==> config.mk <==
export PLATFORM = sky130hd
export DESIGN_NAME = ascii_coef_loader_flat
export DESIGN_NICKNAME = d
export VERILOG_FILES = /design/src/rtl/ascii_coef_loader_pkg.sv /design/src/rtl/ascii_coef_loader_if.sv /design/src/rtl/ascii_coef_loader_mac.sv /design/src/rtl/ascii_coef_loader.sv /design/src/flat_wrapper.sv
export SDC_FILE = /design/constraint.sdc
export NUM_CORES = 1
export LEC_CHECK = 0
export BUFFER_PORTS_ARGS = -buffer_cell sky130_fd_sc_hd__buf_4
export CAP_MARGIN = 25
export CORE_ASPECT_RATIO = 1.2
export CORE_MARGIN = 5
export CORE_UTILIZATION = 30
export DETAILED_ROUTE_END_ITERATION = 10
export GPL_ROUTABILITY_DRIVEN = 0
export GPL_TIMING_DRIVEN = 0
export HOLD_SLACK_MARGIN = 0.02
export PLACE_DENSITY = 0.5
export SETUP_SLACK_MARGIN = 0.15
export SYNTH_ARGS = -nofsm -noshare
export SYNTH_HDL_FRONTEND = slang
export SYNTH_SLANG_ARGS = --single-unit
==> constraint.sdc <==
create_clock -name clk -period 5.4 [get_ports clk]
set_input_delay 0.81 -clock clk [delete_from_list [all_inputs] [get_ports clk]]
set_output_delay 0.81 -clock clk [all_outputs]
set_load 0.02 [all_outputs]
==> src/rtl/ascii_coef_loader_pkg.sv <==
// Shared constants, state and error encodings for the ASCII coefficient loader.
package ascii_coef_pkg;

  localparam logic [7:0] CH_0     = 8'h30;
  localparam logic [7:0] CH_9     = 8'h39;
  localparam logic [7:0] CH_MINUS = 8'h2D;
  localparam logic [7:0] CH_SPACE = 8'h20;
  localparam logic [7:0] CH_CR    = 8'h0D;
  localparam logic [7:0] CH_LF    = 8'h0A;

  typedef enum logic [1:0] {
    ST_IDLE   = 2'd0,
    ST_ACCUM  = 2'd1,
    ST_COMMIT = 2'd2,
    ST_DROP   = 2'd3
  } state_t;

  typedef enum logic [1:0] {
    ERR_NONE  = 2'd0,
    ERR_CHAR  = 2'd1,
    ERR_OVF   = 2'd2,
    ERR_EMPTY = 2'd3
  } err_t;

  function automatic logic is_space(input logic [7:0] c);
    return (c == CH_SPACE) || (c == CH_CR) || (c == CH_LF);
  endfunction

  function automatic logic is_digit(input logic [7:0] c);
    return (c >= CH_0) && (c <= CH_9);
  endfunction

endpackage

==> src/rtl/ascii_coef_loader_if.sv <==
// Byte-stream handshake from the UART receiver into the coefficient loader.
interface ascii_coef_loader_if;
  logic       in_valid;
  logic [7:0] in_data;
  logic       in_ready;

  modport master (output in_valid, output in_data, input in_ready);
  modport slave  (input in_valid, input in_data, output in_ready);
endinterface

==> src/rtl/ascii_coef_loader_mac.sv <==
// Decimal shift-in: mag*10 + digit, flagged when the result exceeds 2^(COEF_W-1).
// The product is formed wide enough that it can never wrap before the compare.
module dec_digit_mac #(
  parameter int COEF_W = 12
) (
  input  logic [COEF_W:0] mag,
  input  logic [3:0]      digit,
  output logic [COEF_W:0] mag_nxt,
  output logic            ovf
);
  localparam int MW = COEF_W + 5;
  localparam logic [MW-1:0] LIMIT = MW'(1) << (COEF_W - 1);

  logic [MW-1:0] acc;

  // Multiply-accumulate and limit compare
  always_comb begin
    acc     = MW'(mag) * MW'(10) + MW'(digit);
    mag_nxt = acc[COEF_W:0];
    ovf     = acc > LIMIT;
  end
endmodule

==> src/rtl/ascii_coef_loader.sv <==
// ASCII signed-decimal parser feeding an N-entry coefficient bank.
//
// state     | meaning
// ----------+-----------------------------------------------------------
// ST_IDLE   | no number in progress
// ST_ACCUM  | sign and/or digits collected, waiting for more or commit
// ST_COMMIT | single cycle: write the number into bank[wp], in_ready low
// ST_DROP   | bad number, discard bytes until the commit character
module ascii_coef_loader
  import ascii_coef_pkg::*;
#(
  parameter int         COEF_W      = 12,
  parameter int         N_COEF      = 4,
  parameter int         MAX_DIGITS  = 4,
  parameter logic [7:0] COMMIT_CHAR = 8'h63,
  parameter int         IDX_W       = $clog2(N_COEF)
) (
  input  logic                       clk,
  input  logic                       rst,
  input  logic                       enable,
  ascii_coef_loader_if.slave         bus,
  output logic                       coef_valid,
  output logic [COEF_W-1:0]          coef_data,
  output logic [IDX_W-1:0]           coef_idx,
  output logic [N_COEF*COEF_W-1:0]   coef_bank,
  output logic                       bank_full,
  output logic                       err,
  output logic [1:0]                 err_code
);
  localparam int NDW = $clog2(MAX_DIGITS + 2);
  localparam logic [COEF_W:0] MAG_LIM = {2'b01, {(COEF_W-1){1'b0}}};

  state_t             state, state_nxt;
  logic [COEF_W:0]    mag, mag_nxt, mac_mag;
  logic               neg, neg_nxt, mac_ovf;
  logic [NDW-1:0]     ndig, ndig_nxt;
  logic [IDX_W-1:0]   wp;
  logic [COEF_W-1:0]  bank [N_COEF];
  logic [COEF_W-1:0]  commit_val;
  logic               accept, err_hit;
  err_t               err_hit_code;
  logic [7:0]         ch;

  assign ch           = bus.in_data;
  assign bus.in_ready = enable && (state != ST_COMMIT);
  assign accept       = bus.in_valid && bus.in_ready;
  assign commit_val   = COEF_W'(neg ? -mag : mag);

  dec_digit_mac #(.COEF_W(COEF_W)) u_mac (
    .mag     (mag),
    .digit   (ch[3:0]),
    .mag_nxt (mac_mag),
    .ovf     (mac_ovf)
  );

  for (genvar k = 0; k < N_COEF; k++) begin : g_flat
    assign coef_bank[k*COEF_W +: COEF_W] = bank[k];
  end

  // Next-state and number-assembly decode
  always_comb begin
    state_nxt    = state;
    mag_nxt      = mag;
    neg_nxt      = neg;
    ndig_nxt     = ndig;
    err_hit      = 1'b0;
    err_hit_code = ERR_NONE;
    case (state)
      ST_IDLE, ST_ACCUM: begin
        if (accept && !is_space(ch)) begin
          if (is_digit(ch)) begin
            if ((ndig == NDW'(MAX_DIGITS)) || mac_ovf) begin
              state_nxt    = ST_DROP;
              err_hit      = 1'b1;
              err_hit_code = ERR_OVF;
            end else begin
              state_nxt = ST_ACCUM;
              mag_nxt   = mac_mag;
              ndig_nxt  = ndig + NDW'(1);
            end
          end else if (ch == CH_MINUS) begin
            if (state == ST_IDLE) begin
              state_nxt = ST_ACCUM;
              neg_nxt   = 1'b1;
            end else begin
              state_nxt    = ST_DROP;
              err_hit      = 1'b1;
              err_hit_code = ERR_CHAR;
            end
          end else if (ch == COMMIT_CHAR) begin
            if (ndig == '0) begin
              state_nxt    = ST_IDLE;
              err_hit      = 1'b1;
              err_hit_code = ERR_EMPTY;
              mag_nxt      = '0;
              neg_nxt      = 1'b0;
              ndig_nxt     = '0;
            end else if (!neg && (mag == MAG_LIM)) begin
              // +2^(W-1) passes the digit check but has no positive encoding
              state_nxt    = ST_IDLE;
              err_hit      = 1'b1;
              err_hit_code = ERR_OVF;
              mag_nxt      = '0;
              neg_nxt      = 1'b0;
              ndig_nxt     = '0;
            end else begin
              state_nxt = ST_COMMIT;
            end
          end else begin
            state_nxt    = ST_DROP;
            err_hit      = 1'b1;
            err_hit_code = ERR_CHAR;
          end
        end
      end
      ST_COMMIT: begin
        state_nxt = ST_IDLE;
        mag_nxt   = '0;
        neg_nxt   = 1'b0;
        ndig_nxt  = '0;
      end
      ST_DROP: begin
        if (accept && (ch == COMMIT_CHAR)) begin
          state_nxt = ST_IDLE;
          mag_nxt   = '0;
          neg_nxt   = 1'b0;
          ndig_nxt  = '0;
        end
      end
      default: state_nxt = ST_IDLE;
    endcase
    if (!enable) begin
      state_nxt = ST_IDLE;
      mag_nxt   = '0;
      neg_nxt   = 1'b0;
      ndig_nxt  = '0;
      err_hit   = 1'b0;
    end
  end

  // State, bank write, write pointer and sticky error registers
  always_ff @(posedge clk or posedge rst) begin
    if (rst) begin
      state      <= ST_IDLE;
      mag        <= '0;
      neg        <= 1'b0;
      ndig       <= '0;
      wp         <= '0;
      bank_full  <= 1'b0;
      err        <= 1'b0;
      err_code   <= ERR_NONE;
      coef_valid <= 1'b0;
      coef_data  <= '0;
      coef_idx   <= '0;
      for (int k = 0; k < N_COEF; k++) bank[k] <= '0;
    end else begin
      state      <= state_nxt;
      mag        <= mag_nxt;
      neg        <= neg_nxt;
      ndig       <= ndig_nxt;
      coef_valid <= 1'b0;
      if (!enable) begin
        wp        <= '0;
        bank_full <= 1'b0;
        err       <= 1'b0;
        err_code  <= ERR_NONE;
      end else begin
        if (err_hit) begin
          err      <= 1'b1;
          err_code <= err_hit_code;
        end
        if (state == ST_COMMIT) begin
          bank[wp]   <= commit_val;
          coef_data  <= commit_val;
          coef_idx   <= wp;
          coef_valid <= 1'b1;
          if (wp == IDX_W'(N_COEF - 1)) begin
            wp        <= '0;
            bank_full <= 1'b1;
          end else begin
            wp <= wp + IDX_W'(1);
          end
        end
      end
    end
  end
endmodule

==> src/flat_wrapper.sv <==
// flat-port wrapper written by rule: the top's interface ports become plain ports
module ascii_coef_loader_flat import ascii_coef_pkg::*;
#(
  parameter int         COEF_W      = 12,
  parameter int         N_COEF      = 4,
  parameter int         MAX_DIGITS  = 4,
  parameter logic [7:0] COMMIT_CHAR = 8'h63,
  parameter int         IDX_W       = $clog2(N_COEF)
)
  (clk, rst, enable, coef_valid, coef_data, coef_idx, coef_bank, bank_full, err, err_code, bus_in_valid, bus_in_data, bus_in_ready);
  ascii_coef_loader_if bus_i ();
  input  logic clk;
  input  logic rst;
  input  logic enable;
  output logic coef_valid;
  output logic [COEF_W-1:0] coef_data;
  output logic [IDX_W-1:0] coef_idx;
  output logic [N_COEF*COEF_W-1:0] coef_bank;
  output logic bank_full;
  output logic err;
  output logic [1:0] err_code;
  input wire logic [$bits(bus_i.in_valid)-1:0] bus_in_valid;
  input wire logic [$bits(bus_i.in_data)-1:0] bus_in_data;
  output wire logic [$bits(bus_i.in_ready)-1:0] bus_in_ready;
  assign bus_i.in_valid = bus_in_valid;
  assign bus_i.in_data = bus_in_data;
  assign bus_in_ready = bus_i.in_ready;
  ascii_coef_loader #(.COEF_W(COEF_W), .N_COEF(N_COEF), .MAX_DIGITS(MAX_DIGITS), .COMMIT_CHAR(COMMIT_CHAR), .IDX_W(IDX_W)) u_core (.clk(clk), .rst(rst), .enable(enable), .bus(bus_i), .coef_valid(coef_valid), .coef_data(coef_data), .coef_idx(coef_idx), .coef_bank(coef_bank), .bank_full(bank_full), .err(err), .err_code(err_code));
endmodule
Word level (Yosys, flattened, before mapping). Index checks and enable logic that the tools add are counted.

$lt $le $gt $ge: 5. Add/sub/neg operators: 4. Bitwise operators: 1. Multipliers: 1. Multiplexer cells: 76. Reductions and logical operators: 20. Equality and inequality tests: 25.

Operators by type and width (number): 2-to-1 mux 13 bit (9); bitwise mux 48 bit (1); 2-to-1 mux 2 bit (23); case mux 13 bit (3 select lines) (1); 2-to-1 mux 1 bit (27); 2-to-1 mux 3 bit (9); demux 12 bit (select 2 bit) (1); 2-to-1 mux 12 bit (2); adder 17 x 4 -> 17 bit (1); > comparator 17 x 12 -> 1 bit, second input constant (1); == test 8 x 4 -> 1 bit, second input constant (2); == test 8 x 6 -> 1 bit, second input constant (2); multiplier 13 x 3 -> 16 bit, second input constant (1); == test 13 x 12 -> 1 bit, second input constant (1); negation 12 bit (1); AND reduction 6 bit (2); inequality test 5 x 2 -> 1 bit, second input constant (2); case mux 3 bit (3 select lines) (1); == test 8 x 7 -> 1 bit, second input constant (1); >= comparator 8 x 6 -> 1 bit, second input constant (1); less-or-equal comparator 8 x 6 -> 1 bit, second input constant (1); inequality test 4 x 2 -> 1 bit, second input constant (2); inequality test 4 bit, second input constant (2); logical AND 1 bit (7); other kinds (21) (31).

Logic and storage cells: 147. Output and inout bits: 68. Register bits after elaboration: 88. Input bits: 12.

Logic depth before layout (Yosys ltp).
Word-level depth: 12. Depth in mapped cells: 13. Mapped depth without buffers: 12.

Cells and area by module. From an unflattened synthesis, not the netlist that was laid out.

Cell total of the unflattened synthesis: 502. Area total of the unflattened synthesis: 4888.4 um^2.

By module, submodules not included: ascii_coef_loader (area an instance 3771.1 um^2, cells an instance 362, seq. area each 2202.1 um^2, times used 1); dec_digit_mac (area an instance 1117.3 um^2, cells an instance 140, seq. area each 0.0 um^2, times used 1).

Least setup slack after synthesis. Ideal clock, no wire load.

Kind: register -> register. Start point: register u_core.mag[1]. End point: register u_core.err_code[1]. Path buffers: 0. Setup time: 0.122 ns. Arrival: 3.445 ns. Slack: 1.833 ns. Period minus slack after synthesis: 3.567 ns. Stages on the path, launching flop included: 13. Data required time: 5.278 ns. Cells stage by stage: dfrtp_1 > ha_1 > ha_1 > fa_1 > a211oi_4 > o211ai_2 > a221oi_2 > and3_4 > nand4_4 > and3_4 > nor3_1 > o21ai_2 > a32o_1.

Word-level cells in the longest chain between the ends: 11. Elaborated cells between the ends (all ways): 26. Classes of those cells: add/sub (1); mul (1); order compare (1); eq/ne (2); mux (19); reduce/logical (2).

RTL lines: start: declaration (RTL line ascii_coef_loader.sv:34) `logic [COEF_W:0] mag, mag_nxt, mac_mag;`; start signal: assignment (RTL line ascii_coef_loader.sv:158) `mag <= mag_nxt;`; parallel branches: the longest is 11 deep, another holds adder 17 x 4 -> 17 bit; end signal: assignment (RTL line ascii_coef_loader.sv:170) `err_code <= err_hit_code;`; end: declaration (RTL line ascii_coef_loader.sv:28) `output logic [1:0] err_code`.

Parallel ways; which one is timed is not known. The select of a mux whose other input is x is not followed. A chain may end at the register's enable or synchronous reset.

Final worst setup path. Same ends and word-level chain as after synthesis.

==> results.py <==
metrics = {
    "outcome": {
        "outcome": "finished, final reports clean",
    },
    "setup_path": {
        "crit_path_end_kind": "flip-flop",
        "crit_fanout": 7,
        "start_kind": "flip-flop",
        "critPathKind": "flip-flop to flip-flop",
        "critPathArrivalTime_ps": 4300,
        "required_ps": 5630,
    },
    "synth": {
        "avgSynthCellArea_sq_um": 9.81,
        "synth_warnings": 0,
        "synth_edf_count": 0,
        "synth_seq_cells": 88,
        "synth_cells": 546,
        "syn-cell-area_sq_mm": 0.00536,
        "synth_cell_types": 86,
        "seq_area_frac_synth": 0.411,
        "syn-num-nets": 592,
        "ys_async_sr_fraction": 1.00,
        "synthFlopType": "dfrtp_1",
    },
    "power_and_ir_drop": {
        "power.leakage_nw": 3.04,
        "ir_worst_vdd_mv": 0.134,
        "p_per_area_mw_per_mm2": 213,
    },
    "sta": {
        "tightest_slew_ps": 608,
        "skew_ps": 9.20,
        "hold_viol": 0,
        "fmax_ghz": 0.246,
        "slew_viol_final": 0,
        "rsz0062_at_grt": "no",
        "period_share": 0.753,
        "maxSlewHeadroom": 0.592,
        "hold_slack_ps": 479,
        "period_needed_ps": 4070,
        "setup_slack_ps": 1330,
        "tns_ps": 0,
        "setup_violations": 0,
    },
    "routing": {
        "viasPerCell": 5.03,
        "wl_per_cell_microns": 16.7,
        "vias": 4328,
        "drtIter0Drc": 178,
        "ant_nets": 0,
        "drc": 0,
        "drtPass1Iterations": 4,
        "finalWirelength_microns": 14400,
    },
    "cells_and_area": {
        "nets": 682,
        "post-route-util": 0.372,
        "multi_input_area_sq_mm": 0.00299,
        "areaGrowthSynthToFinish_pct": 22.1,
        "antenna_cells": 0,
        "stdcell_area_sq_mm": 0.00654,
        "drive_gt1_frac": 0.254,
        "seq_area_sq_mm": 0.00220,
        "fillers": 1814,
    },
    "clock_tree": {
        "root_buffer": "clkbuf_16",
        "cts-resized-gates": 0,
        "clock_latency_ps": 340,
        "h-tree-depth": 3,
        "cts_sinks": 88,
        "post_cts_buffers": 0,
        "clkTransAtPathRegs_ps": 70,
        "holdBufCountCts": 0,
        "cts_tree": "yes",
        "cts_buffers": 9,
        "clk_path_buf_depth": 2,
    },
    "place": {
        "dpl_cell_area_sq_mm": 0.00625,
        "preCtsSetupSlack_ps": 1320,
        "port-buffer-count": 78,
        "hpwl_microns": 11800,
    },
    "floorplan": {
        "io_pins": 80,
        "die_y_microns": 156,
        "core_area_sq_mm": 0.0176,
        "rows": 53,
        "fp.dieW_microns": 132,
        "dieArea_sq_mm": 0.0206,
        "initial_core_util": 0.305,
    },
    "global_routing": {
        "grt_overflow": 0,
        "antenna_found_initial": 0,
        "grt_pass1_wl_microns": 23700,
        "grt_pass1_vias": 4472,
        "grt_max_degree": 48,
        "track_usage": 0.141,
    },
    "hold_path": {
        "hold_path.class": "flip-flop to flip-flop",
    },
    "run": {
        "maxCapViolCount": 0,
    },
}
[final cells by class]
class	count	share of cell area
plain buffers	18	0.0145
repair buffers	79	0.0937
well taps	220	0.0421
flip-flops and latches	88	0.337
inverters	18	0.0107
multi-input cells	422	0.457
clock inverters	6	0.00823
clock buffers	10	0.0365
[worst paths after layout]
kind,start,endpoint,slack [ps],depth (start not counted)
max,u_core.mag[1]$_DFFE_PP0P_,u_core.err_code[1]$_DFFE_PP0P_,1330,12
min,u_core.coef_bank[33]$_DFFE_PP0P_,u_core.coef_bank[33]$_DFFE_PP0P_,480,2
max reg2reg,u_core.mag[1]$_DFFE_PP0P_,u_core.err_code[1]$_DFFE_PP0P_,1330,12
min reg2reg,u_core.coef_bank[33]$_DFFE_PP0P_,u_core.coef_bank[33]$_DFFE_PP0P_,480,2
max in group asynchronous,rst,u_core.coef_valid$_DFF_PP0_,4250,3
min in group asynchronous,rst,u_core.coef_bank[15]$_DFFE_PP0P_,520,2
[cells by family (layout without fill, tap and decap cells)]
logic type,after synthesis,in the layout,share of synthesized area
AND/OR/NAND/NOR,184,184,0.191
AO/OA/AOI/OAI,173,173,0.229
flip-flops,88,88,0.411
buffers and inverters,36,131,0.0304
adder cells (fa/ha/maj),34,34,0.0822
XOR/XNOR,26,26,0.0467
multiplexers,5,5,0.00981
[layout by cell type, fill, tap and decap left out, types with 4 or more instances in the layout]
cell type	instances
a211oi_1	5
a21o_1	6
a21oi_1	12
buf_4	79
clkbuf_1	12
clkbuf_16	9
clkinv_4	4
dfrtp_1	88
ha_1	32
inv_1	17
nand2_1	86
nand3_1	6
nor2_1	25
nor2b_1	16
nor4_1	8
o21ai_0	76
o21ai_1	7
o21ai_2	22
o31ai_1	4
or3_1	4
xnor2_1	7
xor2_1	16
[Yosys cell counts, types with 3 or more instances]
| cell type | number | area, sq um |
|---|---|---|
| dfrtp_1 | 88 | 2200 |
| nand2_1 | 86 | 323 |
| o21ai_0 | 76 | 380 |
| ha_1 | 32 | 400 |
| nor2_1 | 25 | 93.8 |
| o21ai_2 | 22 | 193 |
| inv_1 | 18 | 67.6 |
| nor2b_1 | 16 | 100 |
| xor2_1 | 16 | 140 |
| a21oi_1 | 12 | 60.1 |
| clkbuf_1 | 12 | 45.0 |
| nor4_1 | 8 | 50.1 |
| o21ai_1 | 7 | 35.0 |
| xnor2_1 | 7 | 61.3 |
| a21o_1 | 6 | 45.0 |
| nand3_1 | 6 | 30.0 |
| a211oi_1 | 5 | 37.5 |
| o31ai_1 | 4 | 30.0 |
| or3_1 | 4 | 25.0 |
| a22o_1 | 3 | 26.3 |
| buf_6 | 3 | 33.8 |
| mux2i_1 | 3 | 30.0 |
| nand2b_1 | 3 | 18.8 |
| nand4b_1 | 3 | 26.3 |
| o211ai_1 | 3 | 22.5 |
[where the power goes]
part | leakage (nW) | internal [W] | switching [W]
sequential | 1.22 | 0.000669 | 0.00000824
clock | 0.141 | 0.000331 | 0.000269
combinational | 1.68 | 0.0000390 | 0.0000764
total | 3.04 | 0.00104 | 0.000354
[state kept, by name, indices dropped and copies added (netlist names)]
signal	count
u_core.bank_full	1
u_core.coef_data	12
u_core.coef_idx	2
u_core.wp	2
u_core.state	2
u_core.mag	13
u_core.neg	1
u_core.ndig	3
u_core.coef_bank	48
u_core.err	1
u_core.coef_valid	1
u_core.err_code	2
[metal layers]
| layer | track usage | up-vias | wire length [microns] |
|---|---|---|---|
| li1 | - | 2127 | - |
| met1 | 0.169 | 2099 | 6140 |
| met2 | 0.258 | 86 | 7450 |
| met3 | 0.0260 | 16 | 592 |
| met4 | 0.0397 | 0 | 192 |
| met5 | 0 | - | 0 |
[stage by stage]
stage	total power, W	cells
global placement	0.000803	844
floorplan	0.000759	546
detailed placement	0.000808	845
global route	0.00145	861
CTS	0.00141	861
finish	0.00139	861
[critical path, cell delays in order, from the launching register on]
cell,delay (ps)
dfrtp_1,490
ha_1,340
ha_1,260
fa_1,480
a211oi_4,380
o211ai_2,200
a221oi_2,470
and3_4,320
nand4_4,120
and3_4,230
nor3_1,260
o21ai_2,130
a32o_1,270
Power figures use the tool's default switching activity.
